`config.mk`:
```
export PLATFORM = sky130hd
export DESIGN_NAME = keypad_entry
export DESIGN_NICKNAME = d
export VERILOG_FILES = /design/src/rtl/keypad_entry.sv
export SDC_FILE = /design/constraint.sdc
export NUM_CORES = 1
export LEC_CHECK = 0
export BUFFER_PORTS_ARGS = -buffer_cell sky130_fd_sc_hd__buf_2
export CORE_MARGIN = 10
export CORE_UTILIZATION = 45
export CTS_BUF_LIST = sky130_fd_sc_hd__clkbuf_2 sky130_fd_sc_hd__clkbuf_4 sky130_fd_sc_hd__clkbuf_8
export DETAILED_ROUTE_END_ITERATION = 8
export GPL_ROUTABILITY_DRIVEN = 0
export PLACE_DENSITY = 0.69
export SETUP_SLACK_MARGIN = 0.15
export SYNTH_ARGS = -nofsm -noshare
export SYNTH_HDL_FRONTEND = slang
export SYNTH_SLANG_ARGS = --single-unit
```
`constraint.sdc`:
```
create_clock -name clk -period 6.07 [get_ports clk]
set_input_delay 0.3035 -clock clk [delete_from_list [all_inputs] [get_ports clk]]
set_output_delay 0.3035 -clock clk [all_outputs]
set_load 0.005 [all_outputs]
```
`src/rtl/keypad_entry.sv`:
```
// rtl/keypad_entry.sv - keypad press-to-event front end: digit accumulation, operator latch, event pulses
// Optional KEY_SYNC_EN: 2-flop input synchronizer; a key held at reset release is ignored.
module keypad_entry #(
  parameter int WIDTH      = 16,
  parameter int MAX_DIGITS = 4
) (
  input  logic             clk,
  input  logic             rst_n,
  input  logic             key_valid,
  input  logic [3:0]       key_code,
  output logic             rec_num,
  output logic             rec_op,
  output logic             clr,
  output logic [WIDTH-1:0] operand,
  output logic [1:0]       op_code,
  output logic             is_equals,
  output logic             ovf
);

  localparam int CW = $clog2(MAX_DIGITS + 1);
  localparam logic [WIDTH+3:0] TEN = (WIDTH + 4)'(10);

  typedef enum logic [1:0] {EMPTY, ENTRY, AFTER_OP} state_t;

  state_t           state, state_n;
  logic [CW-1:0]    digit_cnt, digit_cnt_n;
  logic [WIDTH-1:0] operand_n;
  logic [1:0]       op_code_n;
  logic             is_equals_n, ovf_n;
  logic             rec_num_n, rec_op_n, clr_n;
  logic             kv_in, kv_prev, key_event;
  logic [3:0]       kc_in;
  logic [WIDTH+3:0] acc;
  logic             fits;

`ifdef KEY_SYNC_EN
  logic [1:0] kv_sync;
  logic [3:0] kc_s1, kc_s2;
  logic [1:0] settle;

  always_ff @(posedge clk or negedge rst_n) begin
    if (!rst_n) begin
      kv_sync <= 2'b00;
      kc_s1   <= 4'd0;
      kc_s2   <= 4'd0;
      settle  <= 2'b00;
    end else begin
      kv_sync <= {kv_sync[0], key_valid};
      kc_s1   <= key_code;
      kc_s2   <= kc_s1;
      settle  <= {settle[0], 1'b1};
    end
  end

  assign kv_in = kv_sync[1];
  assign kc_in = kc_s2;

  // History holds at 1 until the synchronizer has flushed its reset zeros,
  // so a key held through reset never looks like a fresh press.
  always_ff @(posedge clk or negedge rst_n) begin
    if (!rst_n)         kv_prev <= 1'b1;
    else if (settle[1]) kv_prev <= kv_in;
  end
`else
  assign kv_in = key_valid;
  assign kc_in = key_code;

  always_ff @(posedge clk or negedge rst_n) begin
    if (!rst_n) kv_prev <= 1'b0;
    else        kv_prev <= kv_in;
  end
`endif

  assign key_event = kv_in & ~kv_prev;

  assign acc  = {4'b0000, operand} * TEN + {{WIDTH{1'b0}}, kc_in};
  assign fits = (acc[WIDTH+3:WIDTH] == 4'd0) && (digit_cnt < CW'(MAX_DIGITS));

  always_comb begin
    state_n     = state;
    digit_cnt_n = digit_cnt;
    operand_n   = operand;
    op_code_n   = op_code;
    is_equals_n = is_equals;
    ovf_n       = ovf;
    rec_num_n   = 1'b0;
    rec_op_n    = 1'b0;
    clr_n       = 1'b0;
    if (key_event) begin
      if (kc_in <= 4'd9) begin
        if (state == ENTRY) begin
          if (fits) begin
            operand_n   = acc[WIDTH-1:0];
            digit_cnt_n = digit_cnt + CW'(1);
            rec_num_n   = 1'b1;
          end else begin
            ovf_n = 1'b1;
          end
        end else begin
          operand_n   = WIDTH'(kc_in);
          digit_cnt_n = CW'(1);
          rec_num_n   = 1'b1;
          state_n     = ENTRY;
        end
      end else if (kc_in <= 4'd13) begin
        // codes 10..13 map to 0..3 by flipping bit 1 of the low pair
        op_code_n   = kc_in[1:0] ^ 2'b10;
        is_equals_n = 1'b0;
        ovf_n       = 1'b0;
        digit_cnt_n = '0;
        rec_op_n    = 1'b1;
        state_n     = AFTER_OP;
      end else if (kc_in == 4'd14) begin
        is_equals_n = 1'b1;
        ovf_n       = 1'b0;
        digit_cnt_n = '0;
        rec_op_n    = 1'b1;
        state_n     = AFTER_OP;
      end else begin
        operand_n   = '0;
        op_code_n   = 2'd0;
        is_equals_n = 1'b0;
        ovf_n       = 1'b0;
        digit_cnt_n = '0;
        clr_n       = 1'b1;
        state_n     = EMPTY;
      end
    end
  end

  always_ff @(posedge clk or negedge rst_n) begin
    if (!rst_n) begin
      state     <= EMPTY;
      digit_cnt <= '0;
      operand   <= '0;
      op_code   <= 2'd0;
      is_equals <= 1'b0;
      ovf       <= 1'b0;
      rec_num   <= 1'b0;
      rec_op    <= 1'b0;
      clr       <= 1'b0;
    end else begin
      state     <= state_n;
      digit_cnt <= digit_cnt_n;
      operand   <= operand_n;
      op_code   <= op_code_n;
      is_equals <= is_equals_n;
      ovf       <= ovf_n;
      rec_num   <= rec_num_n;
      rec_op    <= rec_op_n;
      clr       <= clr_n;
    end
  end

endmodule

```
==> results of run 1 <==
-- routing by layer --
| layer | wire length [microns] | track usage |
|---|---|---|
| met1 | 2900 | 0.187 |
| met3 | 176 | 0.0214 |
| met4 | 65 | 0.0486 |
| met2 | 2650 | 0.199 |
| met5 | 0 | 0 |
-- logic make-up after synthesis --
family                   share of synthesized area
buffers and inverters                       0.0259
AND/OR/NAND/NOR                              0.192
adder cells (fa/ha/maj)                      0.175
flip-flops                                   0.289
XOR/XNOR                                    0.0871
AO/OA/AOI/OAI                                0.219
multiplexers                                0.0119
-- cell type report --
class	count	share of cell area
Multi-Input combinational cell	225	0.615
Clock buffer	6	0.0273
Clock inverter	2	0.00357
Inverter	8	0.0107
Sequential cell	29	0.259
Timing Repair Buffer	29	0.0518
Tap cell	72	0.0322
-- cells in the mapped netlist, types with 4 or more instances --
library cell	instances
dfrtp_1	29
inv_1	8
a21o_1	6
nor2b_1	4
a21oi_1	16
nand3_1	10
xor2_1	8
ha_1	32
o31ai_1	4
a22o_1	9
or2_2	4
nor2_1	21
nand2b_1	5
o21ai_0	12
and2_1	5
nand2_1	18
xnor2_1	17
-- worst register-to-register path: stages (launching register included) --
cell and delay [ns]:
dfrtp_1 0.42, ha_1 0.31, ha_1 0.24, fa_1 0.43, a211o_1 0.35, or4_4 0.52
o211ai_2 0.10, nor2_2 0.07, or4_4 0.49, and4bb_1 0.33, o211ai_4 0.21, a22o_4 0.35
a22o_1 0.25
-- per-stage QoR --
step / total power, uW / hold slack (ns) / area, sq um / worst slack, ns
detailed placement: 1270 / 0.363 / 2710 / 1.91
global placement: 1260 / 0.360 / 2710 / 1.95
finish: 1430 / 0.0425 / 2800 / 1.87
CTS: 1440 / 0.0538 / 2800 / 1.88
global route: 1570 / 0.0908 / 2800 / 1.54
floorplan: 1060 / 0.00791 / 2510 / 2.11
-- sequential cells by signal, indices dropped and copies added, names as in the netlist --
register   flops
clr            1
digit_cnt      3
is_equals      1
kv_prev        1
op_code        2
operand       16
ovf            1
rec_num        1
rec_op         1
state          2
-- power groups by stage --
stage	clock, uW	sequential [uW]	combinational, uW
3_5_place_dp	0	328	945
2_1_floorplan	0	309	756
3_3_place_gp	0	327	929
4_1_cts	160	326	950
6_report	156	325	945
5_1_grt	166	336	1070
-- final timing paths --
path | startpoint | endpoint | slack, ns | cells past startpoint
worst max-delay path | operand[1]$_DFFE_PN0P_ | operand[10]$_DFFE_PN0P_ | 1.87 | 12
worst min-delay path | rst_n | kv_prev$_DFF_PN0_ | 0.04 | 1
worst max register to register | operand[1]$_DFFE_PN0P_ | operand[10]$_DFFE_PN0P_ | 1.87 | 12
worst min register to register | ovf$_DFFE_PN0P_ | ovf$_DFFE_PN0P_ | 0.50 | 2
max in group asynchronous | rst_n | operand[15]$_DFFE_PN0P_ | 5.60 | 1
min in group clk | key_valid | kv_prev$_DFF_PN0_ | 0.15 | 1
==> key figures, run 1 <==
Pwr
  • Sw Share: 0.474
  • Leakage: 0.00140 uW
  • Reg power frac: 0.228
  • Internal power: 750 uW
  • VDD IR max: 0.372 mV
  • Comb power frac: 0.663
  • Pwr Density: 509 nW/um^2
  • Clk network pwr share: 0.109
  • Switching power total: 676 uW

Setup path
  • Worst path max stage delay: 0.52 ns
  • WP buf/inv: 0
  • Worst setup EP type: flip-flop
  • Worst path arrival time: 4.37 ns
  • Worst Setup Start Kind: flip-flop
  • Critical Path RT: 6.24 ns
  • CP Cell Sequence: ha_1, ha_1, fa_1, a211o_1, or4_4, o211ai_2, nor2_2, or4_4, and4bb_1, o211ai_4, a22o_4, a22o_1
  • Crit Path Max Fanout: 16
  • Top delay family on crit path: simple AND/OR/NAND/NOR gates
  • Slowest CP cell: or4_4
  • Critical path type: flip-flop to flip-flop

Detailed routing
  • Detail Route Antenna Nets: 0
  • Vias after detailed routing: 2126
  • Via density: 5.73
  • # DRC: 0
  • Routed length per instance: 15.6 microns
  • DRT iter0 DRCs: 194
  • Final wirelength: 5.79 mm
  • Total iterations of the first detailed-routing run: 4

Floorplanning
  • Die area: 8980 sq um
  • DIE HEIGHT: 94.7 microns
  • Rows: 27
  • IO Count: 30
  • Core ar.: 5470 sq um
  • Initial core utilization: 0.459
  • Die Wd: 94.7 microns

Clock network
  • Post-CTS Setup Bufs: 0
  • Worst-Skew Late Latency: 0.28 ns
  • Clock buffer depth: 2
  • CTS buffer count: 5
  • H-Tree Level Count: 2
  • Worst-path clk slew: 0.06 ns
  • Clk sinks: 29
  • Clk root buf: clkbuf_8
  • CTS tree: built
  • Hold-fix buffers at CTS: 0
  • Post-CTS resize count: 0

Outcome
  • Outcome: finished clean

Finish
  • Util after Layout: 0.512
  • Reg area: 726 sq um
  • Number of fill cells in the layout: 551
  • Cell Count, Final, Fillers Out: 371
  • Area of the multi-input gates: 1720 sq um
  • Layout cell share with drive strength beyond 1: 0.171
  • Synth-to-Final Area Change: 11.4%
  • ANT cells: 0
  • Commonest non-fill, non-tap cells in the layout: 32 x ha_1, 29 x dfrtp_1, 29 x buf_2
  • Commonest non-fill, non-tap cell in the layout: ha_1
  • Fin nets: 339

Synthesis
  • Main synth FF type: dfrtp_1
  • Synth top area share: 0.289
  • Largest area contributor in the synthesized netlist: dfrtp_1
  • Syn nets: 309
  • Syn_area_per_cell: 9.38 sq um
  • Post-Syn Area: 2510 sq um
  • Synth warn: 0
  • FFs w/ async S/R, synth: 1.00
  • Synth unique cells: 56
  • EDFF count, synth: 0
  • Synth top area cells: dfrtp_1 29%, ha_1 16%, xnor2_1 5.9%
  • Synth Instances: 268
  • Register area share after synthesis: 0.289
  • Yosys reg bits: 29

Timing
  • Worst slew pin tran: 0.709 ns
  • Hold Vio Cnt, Final: 0
  • Period utilization: 0.691
  • Peak Freq: 238 MHz
  • Setup violations, final: 0
  • Final min period: 4.20 ns
  • Final setup skew: 0.00750 ns
  • Setup TNS: 0 ns
  • Pins Over Slew Limit: 0
  • Relative slew slack: 0.526
  • RSZ-0062 raised after global routing: no

Global routing
  • Initial antenna violation count: 0
  • Vias in the first global route: 2015
  • First-pass GRT wire length: 9.74 mm
  • Overflow left after global routing: 0
  • Pin count of the biggest net entering global routing: 30
  • GRT Util Overall: 0.133

Placement
  • I/O Buffers: 29
  • DP HPWL: 4.43 mm
  • DP Cell Count: 363

Hold path
  • Worst min-delay path class: input pin to asynchronous set/reset pin

Flow run
  • Maxcap violations: 0
No activity file was read; power rests on OpenSTA's default activity.
==> run 2: changes to the inputs <==
Clock period 6.07 ns to 4 ns, I/O delays scaled along.
==> key figures, run 2 (synthesis gave the netlist of run 1 again) <==
Detailed routing
  • # DRC: 0
  • Routed length per instance: 16.3 microns
  • Total iterations of the first detailed-routing run: 4
  • Final wirelength: 6.36 mm
  • Vias after detailed routing: 2245
  • Via density: 5.74
  • DRT iter0 DRCs: 134
  • Detail Route Antenna Nets: 0

Pwr
  • Pwr Density: 819 nW/um^2
  • Leakage: 0.00150 uW
  • VDD IR max: 0.705 mV

Timing
  • Setup TNS: 0 ns
  • Peak Freq: 263 MHz
  • Hold Vio Cnt, Final: 0
  • Final setup skew: 0.00588 ns
  • Worst slew pin tran: 0.709 ns
  • Setup violations, final: 0
  • Final min period: 3.80 ns
  • Period utilization: 0.949
  • RSZ-0062 raised after global routing: yes
  • Relative slew slack: 0.526
  • Pins Over Slew Limit: 0

Setup path
  • Crit Path Max Fanout: 8
  • Critical path type: flip-flop to flip-flop
  • Critical Path RT: 4.17 ns
  • Stages on the worst setup path: 12
  • Worst path max stage delay: 0.48 ns
  • Worst setup EP type: flip-flop
  • Worst R2R Setup Slack: 0.20 ns
  • Worst Reg-to-Reg Cells: 12
  • Top delay family on crit path: simple AND/OR/NAND/NOR gates
  • Worst Setup Start Kind: flip-flop
  • Critical Path Start: operand[3]$_DFFE_PN0P_
  • Crit path to: operand[5]$_DFFE_PN0P_
  • Worst r2r src: operand[3]$_DFFE_PN0P_
  • CP Cell Sequence: ha_4, ha_4, fa_2, a211o_1, or4_4, o211ai_4, nor2_4, or4_4, and4bb_2, o211ai_4, a22o_4, a22o_1
  • WP buf/inv: 0
  • R2r endpoint: operand[5]$_DFFE_PN0P_
  • Worst path arrival time: 3.96 ns
  • Slowest CP cell: or4_4

Global routing
  • Pin count of the biggest net entering global routing: 30
  • First-pass GRT wire length: 10.4 mm
  • GRT Util Overall: 0.143
  • Vias in the first global route: 2195
  • Overflow left after global routing: 0
  • Initial antenna violation count: 0

Outcome
  • Outcome: finished clean

Flow run
  • Maxcap violations: 0

Finish
  • Layout cell share with drive strength beyond 1: 0.276
  • Commonest non-fill, non-tap cells in the layout: 29 x dfrtp_1, 29 x buf_2, 27 x ha_1
  • Post-layout instance area: 3090 sq um
  • ANT cells: 0
  • Top flop regs: operand (16), digit_cnt (3)
  • Synth-to-Final Area Change: 23.0%
  • Fin nets: 359
  • Largest register FFs: 16
  • Largest reg by FF count: operand

Floorplanning
  • Die area: 8980 sq um
  • Initial core utilization: 0.459
  • IO Count: 30
  • Die Wd: 94.7 microns
  • Rows: 27
  • Core ar.: 5470 sq um
  • DIE HEIGHT: 94.7 microns

Clock network
  • Worst-path clk slew: 0.06 ns
  • Clock buffer depth: 2
  • CTS tree: built
  • H-Tree Level Count: 2
  • Worst-Skew Late Latency: 0.28 ns
  • CTS buffer count: 5
  • Clk root buf: clkbuf_8
  • Clk sinks: 29

Hold path
  • Worst min-delay path class: input pin to flip-flop
  • Hold_sp: key_valid

Placement
  • Cell Area, Placed: 2790 sq um
  • I/O Buffers: 29
  • DP HPWL: 4.71 mm
run 2: changes by cell type in the layout (fill, tap and decap cells not counted), sizes merged:
| cell | delta |
|---|---|
| buf | +17 |
| a22o | +1 |
| dlygate4sd3 | +1 |
| o211ai | +1 |
run 2: metrics by stage:
step | worst slack [ns] | total power (uW) | hold slack (ns) | cells | util
5_1_grt | 0.111 | 2770 | 0.0510 | 391 | 0.565
3_5_place_dp | 0.0466 | 2020 | 0.259 | 372 | 0.509
6_report | 0.203 | 2530 | 0.0409 | 391 | 0.565
2_1_floorplan | 0.181 | 1620 | -0.0956 | 268 | -
4_1_cts | 0.181 | 2420 | 0.0390 | 389 | 0.549
3_3_place_gp | 0.0522 | 1990 | 0.252 | 372 | 0.509
run 2: worst min path at each step:
stage | endpoint | slack [ns] | depth (start not counted)
5_1_grt | kv_prev$_DFF_PN0_ | 0.05 | 1
2_1_floorplan | clr$_DFF_PN0_ | -0.1 | 0
3_3_place_gp | rec_op$_DFF_PN0_ | 0.25 | 1
3_5_place_dp | kv_prev$_DFF_PN0_ | 0.26 | 1
4_1_cts | kv_prev$_DFF_PN0_ | 0.04 | 1
6_report | kv_prev$_DFF_PN0_ | 0.04 | 1
run 2: cell type report:
class                   count  area [sq um]
fillers                   509          2380
multi-input cells         227          1870
flip-flops and latches     29           726
repair buffers             47           287
well taps                  72          90.1
clock buffers               6          76.3
inverters                   8          30.0
clock inverters             2          10.0
run 2: power by group:
part / total [uW] / switching (uW) / internal [uW]
clock network: 237 / 110 / 127
logic: 1820 / 947 / 868
registers: 481 / 98.3 / 383
run 2: repair_timing:
action	CTS	global route
endpoints found under the setup margin	18	19
pin swaps	14	7
buffers inserted	6	2
hold endpoints to repair	29	0
hold buffers	1	0
gates cloned	2	0
gates resized for setup	10	13
run 2: routing by layer:
layer | vias up | GRT usage | routed length (microns) | part of all wire
met4 | 0 | 0.0511 | 67 | 0.011
met1 | 1080 | 0.185 | 2930 | 0.46
met5 | - | 0 | 0 | 0
li1 | 1108 | - | - | -
met3 | 9 | 0.0270 | 296 | 0.047
met2 | 48 | 0.231 | 3060 | 0.48
run 2: worst register-to-register path, stage by stage (launching register included):
cell and delay, ns:
dfrtp_1 0.41, ha_4 0.25, ha_4 0.16, fa_2 0.39, a211o_1 0.30, or4_4 0.44
o211ai_4 0.10, nor2_4 0.06, or4_4 0.48, and4bb_2 0.38, o211ai_4 0.18, a22o_4 0.30
a22o_1 0.23
==> run 3: changes to the inputs <==
Clock period 4 ns to 4.2 ns, I/O delays scaled along.
==> key figures, run 3 (synthesis gave the netlist of run 1 again) <==
Floorplanning
  • IO Count: 30
  • Die area: 8980 sq um
  • Die Wd: 94.7 microns
  • Core ar.: 5470 sq um
  • DIE HEIGHT: 94.7 microns
  • Initial core utilization: 0.459
  • Rows: 27

Timing
  • Setup TNS: 0 ns
  • Peak Freq: 254 MHz
  • Final min period: 3.94 ns
  • Final hold slack: 0.0563 ns
  • Pins Over Slew Limit: 0
  • Hold Vio Cnt, Final: 0
  • Worst slew pin tran: 0.688 ns
  • Final setup skew: 0.00303 ns
  • Period utilization: 0.937
  • RSZ-0062 raised after global routing: no
  • Setup violations, final: 0
  • Worst Setup Slack, final: 0.265 ns
  • Relative slew slack: 0.540

Pwr
  • Comb power frac: 0.668
  • Internal power: 1260 uW
  • Sw Share: 0.454
  • Clk network pwr share: 0.134
  • Switching power total: 1050 uW
  • Leakage: 0.00147 uW
  • Pwr Density: 778 nW/um^2
  • VDD IR max: 0.489 mV
  • Reg power frac: 0.199

Detailed routing
  • Detail Route Antenna Nets: 0
  • DRT iter0 DRCs: 113
  • Final wirelength: 6.29 mm
  • # DRC: 0
  • Routed length per instance: 16.5 microns
  • Total iterations of the first detailed-routing run: 5
  • Via density: 5.73
  • Vias after detailed routing: 2187

Finish
  • Largest reg by FF count: operand
  • Synth-to-Final Area Change: 17.8%
  • Top flop regs: operand (16), digit_cnt (3)
  • Commonest non-fill, non-tap cell in the layout: ha_1
  • ANT cells: 0
  • Layout cell share with drive strength beyond 1: 0.219
  • Number of fill cells in the layout: 518
  • Fin nets: 350
  • Commonest non-fill, non-tap cells in the layout: 31 x ha_1, 29 x dfrtp_1, 29 x buf_2
  • Largest register FFs: 16

Clock network
  • CTS buffer count: 5
  • H-Tree Level Count: 2
  • Clock buffer depth: 2
  • Worst-path clk slew: 0.06 ns
  • Clk root buf: clkbuf_8
  • CTS tree: built
  • Worst-Skew Late Latency: 0.28 ns
  • Clk sinks: 29

Setup path
  • Worst Setup Start Kind: flip-flop
  • Critical Path Start: operand[1]$_DFFE_PN0P_
  • Slowest CP cell: or4_4
  • Worst setup EP type: flip-flop
  • Crit Path Max Fanout: 8
  • Worst r2r src: operand[1]$_DFFE_PN0P_
  • Critical Path RT: 4.37 ns
  • CP Cell Sequence: ha_1, ha_2, fa_2, a211o_1, or4_4, o211ai_2, nor2_2, or4_4, and4bb_2, o211ai_4, a22o_4, a22o_1
  • Worst path max stage delay: 0.52 ns
  • Critical path type: flip-flop to flip-flop
  • Crit-path most repeated cell: or4_4
  • Worst path arrival time: 4.11 ns

Global routing
  • Vias in the first global route: 2180
  • Initial antenna violation count: 0
  • First-pass GRT wire length: 10.5 mm
  • Overflow left after global routing: 0
  • GRT Util Overall: 0.143
  • Pin count of the biggest net entering global routing: 30

Hold path
  • Worst min-delay path class: input pin to flip-flop
  • Hold_sp: key_valid

Placement
  • Setup WS pre-CTS: 0.124 ns
  • I/O Buffers: 29
  • DP HPWL: 4.66 mm

Outcome
  • Outcome: finished clean

Flow run
  • Maxcap violations: 0
[run 3: changes by cell type in the layout (fill, tap and decap cells not counted), sizes merged]
cell	before	now
buf	46	37
clkinv	2	0
bufinv	0	1
clkbuf	6	7
[run 3: per-stage QoR]
stage	instance area [sq um]	total power (uW)	utilization	std cells
2_1_floorplan	2510	1540	-	268
3_3_place_gp	2760	1860	0.504	369
3_5_place_dp	2760	1880	0.504	369
4_1_cts	2930	2290	0.536	382
5_1_grt	2960	2530	0.541	382
6_report	2960	2310	0.541	382
[run 3: power by group through the flow]
stage / registers (uW) / clock network [uW] / logic (uW)
6_report: 458 / 309 / 1540
5_1_grt: 472 / 329 / 1730
4_1_cts: 459 / 314 / 1510
3_5_place_dp: 464 / 0 / 1420
3_3_place_gp: 461 / 0 / 1400
2_1_floorplan: 446 / 0 / 1090
[run 3: path summary, 6_finish.rpt]
check,cells past startpoint,endpoint,slack [ns]
worst max-delay path,12,operand[9]$_DFFE_PN0P_,0.26
worst min-delay path,1,kv_prev$_DFF_PN0_,0.06
worst max register to register,12,operand[9]$_DFFE_PN0P_,0.26
worst min register to register,2,ovf$_DFFE_PN0P_,0.49
max in group asynchronous,2,operand[10]$_DFFE_PN0P_,3.28
min in group asynchronous,2,kv_prev$_DFF_PN0_,0.49
[run 3: area by class of cell]
class / instances / area [sq um] / share of cell area
multi-input combinational: 227 / 1780 / 0.601
sequential: 29 / 726 / 0.245
timing repair buffer: 38 / 215 / 0.0727
clock buffer: 7 / 90.1 / 0.0304
tap: 72 / 90.1 / 0.0304
clock inverter: 1 / 30.0 / 0.0101
inverter: 8 / 30.0 / 0.0101
[run 3: layer usage]
metal,global-route usage,share of wire,vias to the layer above
met2,0.227,0.48,45
met3,0.0309,0.040,7
li1,-,-,1089
met4,0.0299,0.0095,0
met1,0.194,0.47,1046
met5,0,0,-
[run 3: timing repair]
| action | in CTS | in global routing |
|---|---|---|
| gates cloned | 2 | 0 |
| hold buffers | 1 | 0 |
| resized for setup | 3 | 6 |
| pin swaps | 3 | 6 |
| endpoints found under the hold margin | 29 | 0 |
| setup endpoints to repair | 15 | 20 |
| setup buffers | 2 | 0 |
[run 3: critical path: cells and delay by family, from the launching register on]
| family | cells | cell delay [ns] |
|---|---|---|
| compound gates | 5 | 1.09 |
| fa+ha+maj | 3 | 0.89 |
| flops | 1 | 0.38 |
| simple gates | 4 | 1.45 |
